[src/rtl/board_grid.sv]
// -----------------------------------------------------------------------------
// board_grid
//   Parametrised N x N turn-based game board for P players. It stores the
//   owner of each cell, rotates the turn, refuses illegal moves and detects
//   row, column and diagonal wins as well as full-board draws.
//
//   Parameters
//     N  board dimension (2..8)
//     P  number of players (2..7)
//   Derived widths: RW = $clog2(N) coordinate bits, PW = $clog2(P+1) owner bits.
//
//   Ports
//     clock      system clock, rising edge
//     reset      asynchronous active-high clear
//     row, col   move target coordinates
//     select     move key (level); one request per rising edge
//     new_game   synchronous clear, same effect as reset
//     undo       take back the last move (only with BOARD_UNDO_EN)
//     cells      owner of cell (r,c) at [(r*N+c)*PW +: PW], 0 = empty
//     turn       player to move, 1..P
//     accept     one-cycle pulse: move (or undo) applied
//     reject     one-cycle pulse: request refused
//     game_over  high once a win or draw has been found
//     winner     winning player, 0 if none or draw
//     draw       board full without a winner
//
//   Optional feature macro: BOARD_UNDO_EN (one-deep undo history).
//
//   Pipeline: a request edge is registered together with row/col, then
//   acted upon one cycle later; the following CHECK cycle evaluates the
//   registered board.
// -----------------------------------------------------------------------------
module board_grid #(
  parameter  int N  = 3,
  parameter  int P  = 2,
  localparam int RW = $clog2(N),
  localparam int PW = $clog2(P + 1)
) (
  input  logic                clock,
  input  logic                reset,
  input  logic [RW-1:0]       row,
  input  logic [RW-1:0]       col,
  input  logic                select,
  input  logic                new_game,
`ifdef BOARD_UNDO_EN
  input  logic                undo,
`endif
  output logic [N*N*PW-1:0]   cells,
  output logic [PW-1:0]       turn,
  output logic                accept,
  output logic                reject,
  output logic                game_over,
  output logic [PW-1:0]       winner,
  output logic                draw
);

  localparam int NC = N * N;
  localparam int IW = (NC > 1) ? $clog2(NC) : 1;

  typedef enum logic [1:0] {PLAY, CHECK, OVER} state_t;

  state_t          state, state_next;
  logic [PW-1:0]   board [NC];

  // Request front end
  logic            sel_q;
  logic            req_q;
  logic [RW-1:0]   row_q, col_q;

  // Move decode
  logic            in_range;
  logic            target_empty;
  logic [IW-1:0]   move_idx;

  // Board evaluation
  logic [PW-1:0]   win_owner;
  logic            board_full;

  // FSM decisions
  logic            write_move;
  logic            advance;
  logic            set_win;
  logic            set_draw;
  logic            accept_d;
  logic            reject_d;

`ifdef BOARD_UNDO_EN
  logic            undo_q;
  logic            undo_req_q;
  logic            undo_go;
  logic [IW-1:0]   hist_idx;
  logic [PW-1:0]   hist_turn;
  logic            hist_valid;
`endif

  // ---------------------------------------------------------------------------
  // Edge detection and request capture. new_game re-arms the detector from
  // the live key level so a key held through the clear does not fire.
  // ---------------------------------------------------------------------------
  // NOTE: every clocked process uses non-blocking assignments so all
  // registers update from the same pre-edge values.
  always_ff @(posedge clock or posedge reset) begin
    if (reset) begin
      sel_q      <= 1'b0;
      req_q      <= 1'b0;
      row_q      <= '0;
      col_q      <= '0;
`ifdef BOARD_UNDO_EN
      undo_q     <= 1'b0;
      undo_req_q <= 1'b0;
`endif
    end else if (new_game) begin
      sel_q      <= select;
      req_q      <= 1'b0;
      row_q      <= row;
      col_q      <= col;
`ifdef BOARD_UNDO_EN
      undo_q     <= undo;
      undo_req_q <= 1'b0;
`endif
    end else begin
      sel_q      <= select;
      req_q      <= select & ~sel_q;
      row_q      <= row;
      col_q      <= col;
`ifdef BOARD_UNDO_EN
      undo_q     <= undo;
      undo_req_q <= undo & ~undo_q;
`endif
    end
  end

  // ---------------------------------------------------------------------------
  // Move target decode. The index is only meaningful when in range, so the
  // occupancy lookup is guarded by the range test.
  // ---------------------------------------------------------------------------
  always_comb begin
    in_range     = (int'(row_q) < N) && (int'(col_q) < N);
    move_idx     = IW'(int'(row_q) * N + int'(col_q));
    target_empty = in_range ? (board[move_idx] == '0) : 1'b0;
  end

  // ---------------------------------------------------------------------------
  // Win / full detection over the registered board. A line counts only when
  // all its cells match a nonzero owner.
  // ---------------------------------------------------------------------------
  always_comb begin : win_eval
    logic [PW-1:0] first;
    logic          same;
    // NOTE: every variable written here gets a default first, so no path
    // can leave it holding a value and infer a latch.
    first      = '0;
    same       = 1'b0;
    win_owner  = '0;
    board_full = 1'b1;

    for (int i = 0; i < NC; i++)
      if (board[i] == '0) board_full = 1'b0;

    for (int r = 0; r < N; r++) begin
      first = board[r*N];
      same  = 1'b1;
      for (int c = 0; c < N; c++)
        if (board[r*N+c] != first) same = 1'b0;
      if (same && first != '0) win_owner = first;
    end

    for (int c = 0; c < N; c++) begin
      first = board[c];
      same  = 1'b1;
      for (int r = 0; r < N; r++)
        if (board[r*N+c] != first) same = 1'b0;
      if (same && first != '0) win_owner = first;
    end

    first = board[0];
    same  = 1'b1;
    for (int i = 0; i < N; i++)
      if (board[i*N+i] != first) same = 1'b0;
    if (same && first != '0) win_owner = first;

    first = board[N-1];
    same  = 1'b1;
    for (int i = 0; i < N; i++)
      if (board[i*N+(N-1-i)] != first) same = 1'b0;
    if (same && first != '0) win_owner = first;
  end

  // ---------------------------------------------------------------------------
  // FSM: state register
  // ---------------------------------------------------------------------------
  always_ff @(posedge clock or posedge reset) begin
    if (reset)         state <= PLAY;
    else if (new_game) state <= PLAY;
    else               state <= state_next;
  end

  // ---------------------------------------------------------------------------
  // FSM: next state and datapath controls
  // ---------------------------------------------------------------------------
  always_comb begin
    state_next = state;
    write_move = 1'b0;
    advance    = 1'b0;
    set_win    = 1'b0;
    set_draw   = 1'b0;
    accept_d   = 1'b0;
    reject_d   = 1'b0;
`ifdef BOARD_UNDO_EN
    undo_go    = 1'b0;
`endif

    unique case (state)
      PLAY: begin
        if (req_q) begin
          if (target_empty) begin
            write_move = 1'b1;
            accept_d   = 1'b1;
            state_next = CHECK;
          end else begin
            reject_d   = 1'b1;
          end
        end
      end
      CHECK: begin
        // Requests are not queued behind the evaluation cycle.
        reject_d = req_q;
        if (win_owner != '0) begin
          set_win    = 1'b1;
          state_next = OVER;
        end else if (board_full) begin
          set_draw   = 1'b1;
          state_next = OVER;
        end else begin
          advance    = 1'b1;
          state_next = PLAY;
        end
      end
      OVER: begin
        reject_d = req_q;
      end
      default: state_next = PLAY;
    endcase

`ifdef BOARD_UNDO_EN
    // Undo outranks a simultaneous move; the move is then refused.
    if (undo_req_q) begin
      if (state == CHECK) begin
        reject_d = 1'b1;
      end else begin
        write_move = 1'b0;
        undo_go    = hist_valid;
        accept_d   = hist_valid;
        reject_d   = req_q | ~hist_valid;
        state_next = hist_valid ? PLAY : state;
      end
    end
`endif
  end

  // ---------------------------------------------------------------------------
  // Board, turn, result flags and history
  // ---------------------------------------------------------------------------
  always_ff @(posedge clock or posedge reset) begin
    if (reset) begin
      // NOTE: the board array is cleared on reset because the renderer and
      // the win logic read it directly; it must never start unknown.
      for (int i = 0; i < NC; i++) board[i] <= '0;
      turn       <= PW'(1);
      winner     <= '0;
      draw       <= 1'b0;
      accept     <= 1'b0;
      reject     <= 1'b0;
`ifdef BOARD_UNDO_EN
      hist_idx   <= '0;
      hist_turn  <= '0;
      hist_valid <= 1'b0;
`endif
    end else if (new_game) begin
      for (int i = 0; i < NC; i++) board[i] <= '0;
      turn       <= PW'(1);
      winner     <= '0;
      draw       <= 1'b0;
      accept     <= 1'b0;
      reject     <= 1'b0;
`ifdef BOARD_UNDO_EN
      hist_valid <= 1'b0;
`endif
    end else begin
      accept <= accept_d;
      reject <= reject_d;
      if (write_move) begin
        board[move_idx] <= turn;
`ifdef BOARD_UNDO_EN
        hist_idx   <= move_idx;
        hist_turn  <= turn;
        hist_valid <= 1'b1;
`endif
      end
      if (advance)  turn   <= (turn == PW'(P)) ? PW'(1) : turn + PW'(1);
      if (set_win)  winner <= win_owner;
      if (set_draw) draw   <= 1'b1;
`ifdef BOARD_UNDO_EN
      if (undo_go) begin
        board[hist_idx] <= '0;
        turn            <= hist_turn;
        winner          <= '0;
        draw            <= 1'b0;
        hist_valid      <= 1'b0;
      end
`endif
    end
  end

  // ---------------------------------------------------------------------------
  // Outputs
  // ---------------------------------------------------------------------------
  always_comb begin
    cells = '0;
    for (int i = 0; i < NC; i++) cells[i*PW +: PW] = board[i];
  end

  assign game_over = (state == OVER);

endmodule
[config.mk]
export PLATFORM = sky130hd
export DESIGN_NAME = board_grid
export DESIGN_NICKNAME = d
export VERILOG_FILES = /design/src/rtl/board_grid.sv
export SDC_FILE = /design/constraint.sdc
export NUM_CORES = 1
export LEC_CHECK = 0
export CAP_MARGIN = 15
export CORE_ASPECT_RATIO = 0.7
export CORE_UTILIZATION = 49
export CTS_CLUSTER_DIAMETER = 50
export DETAILED_ROUTE_END_ITERATION = 8
export PLACE_DENSITY = 0.8
export SYNTH_ARGS = -nofsm -noshare
export SYNTH_HDL_FRONTEND = slang
export SYNTH_SLANG_ARGS = --single-unit
[constraint.sdc]
create_clock -name clock -period 4.55 [get_ports clock]
set_input_delay 0.91 -clock clock [delete_from_list [all_inputs] [get_ports clock]]
set_output_delay 0.91 -clock clock [all_outputs]
set_load 0.02 [all_outputs]
After elaboration in Yosys (flattened, before gate mapping). Index checks and enable logic that the tools add are counted.

Reductions and logical operators: 33. Add/sub/neg operators: 2. Multipliers: 1. Bitwise operators: 3. Equality and inequality tests: 22. Muxes and demuxes: 72. $lt $le $gt $ge: 4.

Operators by type and width (number): $mux 1 (44); $mux 2 (21); $mux 18 (2); $ne 2x2->1 (16); $logic_not 2->1 (11); $reduce_bool 2->1 (10); $bwmux 18 (1); $logic_and 1x1->1 (10); $bmux 2 s4 (1); $demux 2 s4 (1); $ne 3x3->1 const B (2); $pmux 2 s3 (1); $ge 5x5->1 const B (1); $lt 5x1->1 const B (1); $not 4->5 (1); $add 4x2->4 (1); $eq 2x2->1 const B (2); $lt 2x2->1 const B (2); $mul 2x2->4 const B (1); $reduce_and 3->1 (1); $add 2x1->2 const B (1); $eq 2x1->1 const B (1); $ne 2x2->1 const B (1); $pmux 1 s2 (1); other kinds (3) (3).

Register bits after elaboration: 33. Word-level logic and storage cells: 156. Bits of input ports: 8.

Logic depth before layout (Yosys ltp).
Depth after elaboration: 17. Depth in mapped cells: 10.

Worst setup path before layout. No wires, ideal clock.

Path kind: flip-flop to flip-flop. Start point: register row_q[0]. End point: register board (netlist bit cells[9]). Setup time: 0.079 ns. Data required time: 4.471 ns. Path buffers: 1. Arrival time: 3.251 ns. Clock period less this slack: 3.330 ns. Path slack: 1.220 ns. Stages on the path, launching flop included: 10. Cells stage by stage: dfrtp_1 fa_1 ha_1 fa_1 clkbuf_4 or3_1 a221o_1 or4b_4 or3_1 a21oi_1.

Cells in the longest elaborated chain, start to end: 12.

Ends and longest elaborated chain: start, declared (line 68) `logic [RW-1:0] row_q, col_q;`; start signal, assigned (line 115) `row_q <= row;`; start signal, assigned (line 124) `row_q <= row;`; $mul 2x2->4 (line 139) `move_idx = IW'(int'(row_q) * N + int'(col_q));`; $add 4x2->4 (line 139); $not 4->5 (implied by the code) (line 140, 293); $bmux 2 s4 (line 140) `target_empty = in_range ? (board[move_idx] == '0) : 1'b0;`; $mux 2 (implied by the code) (2 in series) (line 140); $logic_not 2->1 (line 140); $mux 1 (line 140); $mux 1 (line 216) `if (target_empty) begin`; $mux 1 (line 215) `if (req_q) begin`; $mux 1 (line 213) `unique case (state)`; $reduce_bool 2->1 (no line); end signal, assigned by index (line 293) `board[move_idx] <= turn;`; end, declared (line 63) `logic [PW-1:0] board [NC];`.

Several ways; a longest one is shown, not always the timed one. The select of a mux whose other input is x is not followed. A chain may end at the register's enable or synchronous reset.

Worst setup path after layout. Same ends and word-level chain as after synthesis.

==> impl_metrics.ini <==
[cells_and_area]
fill_cells = 348
antenna_cells = 0
register_area_sq_um = 827
multi_input_area_sq_um = 1170
nets = 278
postLayoutCellArea_sq_um = 2550
area_growth_pct = 18.3
finalNonFillerCells = 314
drive_gt1_share_pct = 8.02

[clock_tree]
clock_path_buffers = 2
cts.clk_slew.worst_paths_ns = 0.08
htree_levels = 2
cts-root-buf = clkbuf_8
cts_resized = 0
hold_buffers = 0
cts_tree = done
numCtsBuffers = 5
clkLatencyLatePin_ns = 0.30
cts.sinks = 33
cts_setup_buffers = 0

[floorplan]
core_sq_um = 4070
io-pin-count = 34
num_rows = 19
die_y_um = 57.5
die-area_sq_um = 4680
die_w_um = 81.3
initial_utilization_pct = 53.1

[place]
pre_cts_slack_ns = 1.05
gp_congestion = 0.884
port_buffers = 33
place_area_sq_um = 2430
hpwl_um = 4020
dpl.cell_count = 306

[sta]
finalCriticalPeriod_ns = 3.61
worst_slack_ns = 0.942
rsz0062_at_grt = no
slew_viol_final = 0
finalClockSkew_ns = 0.00842
finalHoldViolations = 0
relSlewSlack_pct = 29.9
min_period_over_period_pct = 79.3
tightest_slew_ns = 1.05
finalSetupViolations = 0
fmax_ghz = 0.277
finalSetupTns_ns = 0

[yosys]
async_flop_share_pct = 100
synthFlopType = dfrtp_1
ys_top_cells_by_count = nor2_1, dfrtp_1, a21oi_1
syn_inst = 237
ys.warnings.count = 0
synth_top_area_cell = dfrtp_1
ys_seq_area_share_pct = 38.3
synth.most_common_cell = nor2_1
synth_top_area_share_pct = 37.1
synth-seq-cells = 33
yosys.cell_types.count = 53
syn_nets = 254
synth_area_leaders = dfrtp_1, nor2_1, a21oi_1
synth_area_sq_um = 2160
synth_edf_count = 0
syn_area_per_cell_sq_um = 9.10

[min_path]
hp-class = reg -> reg

[drt]
drcViolationCount = 0
drt_iter0_drc = 280
vias_per_cell = 6.49
ant_nets = 0
drtPass1Iterations = 5
drt_wl_total_um = 5770
num_vias = 2037
wl_per_cell_um = 18.4

[status]
status = finished clean

[critical_path]
critical_path.max_fanout = 12
critPathCaptureType = flip-flop
crit_buf_inv = 0
crit_path_top_delay_cell = or4b_4
required_ns = 4.76
cp_cell_sequence = fa_1, ha_1, or2b_1, o22ai_1, or3_1, a221o_1, or4b_4, or3_1, a21oi_1
critPathKind = reg -> reg
critPathTopFamily = simple AND/OR/NAND/NOR gates
cp.arrival_ns = 3.82
max_stage_delay_ns = 0.55
critPathMostFrequentCell = or3_1
startpoint_type = flip-flop

[power]
cellPowerDensity_nw_per_um2 = 268
ir_worst_vdd_uv = 206
power.leakage_nw = 1.07

[global_route]
grt_antenna_before_repair = 0
grtUsageMet2_pct = 38.7
grt_start_max_net_pins = 32
grt_pass1_vias = 1801
busiest_layer = met1
grt_first_pass_wirelength_um = 9320
grtUsageMet3_pct = 6.40
grt.overflow.total = 0
gr-usage-met1_pct = 39.1
grt_use_total_pct = 27.1

[run]
maxCapViolations = 0
routing by layer:
layer | up-vias | wire length (um)
li1 | 918 | -
met1 | 970 | 2550
met2 | 124 | 2500
met3 | 25 | 567
met4 | 0 | 158
met5 | - | 0
registers in the layout, indices dropped and copies added, names as in the netlist, 2 cells and up:
| signal | flops |
|---|---|
| win_eval.first | 2 |
| row_q | 2 |
| turn | 2 |
| winner | 2 |
| col_q | 2 |
| cells | 16 |
| state | 2 |
power breakdown:
part,internal (mW),leakage (nW),switching [mW]
Clock,0.178,0.0574,0.120
Sequential,0.299,0.445,0.00688
Combinational,0.0315,0.568,0.0481
Total,0.508,1.07,0.175
worst paths after layout:
path / startpoint / endpoint / slack, ns / cells after the start
min in group asynchronous: reset / cells[0] / 0.92 / 2
max: row_q[0] / cells[9] / 0.94 / 9
min reg2reg: sel_q / req_q / 0.40 / 1
max reg2reg: row_q[0] / cells[9] / 0.94 / 9
max in group asynchronous: reset / turn[0] / 2.94 / 3
min: sel_q / req_q / 0.40 / 1
cell type report:
type / instances / share of cell area [%]
clock inverters: 2 / 1.47
flip-flops and latches: 33 / 32.4
inverters: 8 / 1.18
clock buffers: 6 / 3.24
repair buffers: 34 / 13.2
well taps: 52 / 2.55
multi-input cells: 179 / 45.9
metrics by stage:
stage | util, % | hold WS (ns) | power, mW
after floorplan | - | 0.382 | 0.372
after global placement | 59.8 | 0.386 | 0.387
after detailed placement | 59.8 | 0.396 | 0.389
after CTS | 62.8 | 0.405 | 0.680
after global routing | 62.8 | 0.420 | 0.701
final | 62.8 | 0.403 | 0.683
cells in the final DEF, fill, tap and decap left out, types with 2 or more instances in the layout:
cell              n
nand2_1           5
nor3b_1           2
nor2_1           37
nand4_1           3
mux2i_1           2
a211oi_1          2
or3_1             7
inv_1             8
a21oi_1          22
fa_1              2
clkbuf_8          6
a31oi_1           5
dfrtp_1          32
o21ba_2           3
o2111ai_1         7
nand3_1           6
o21a_1            2
o22ai_1           4
nand4b_1          4
and2_1            3
nor2b_1           7
o21ai_0           4
nor4_1            3
clkdlybuf4s50_1  33
ha_1              7
nand2b_1          4
nor3_1           10
and3_1            7
cell families (layout without fill, tap and decap cells):
| group | count (synthesis) | count (layout) | synth area share, % |
|---|---|---|---|
| simple gates | 107 | 107 | 27.5 |
| fa+ha+maj | 9 | 9 | 5.92 |
| buf+inv | 25 | 50 | 7.37 |
| flops | 33 | 33 | 38.3 |
| mux | 3 | 3 | 1.97 |
| compound gates | 60 | 60 | 18.9 |
Power figures use the tool's default switching activity.
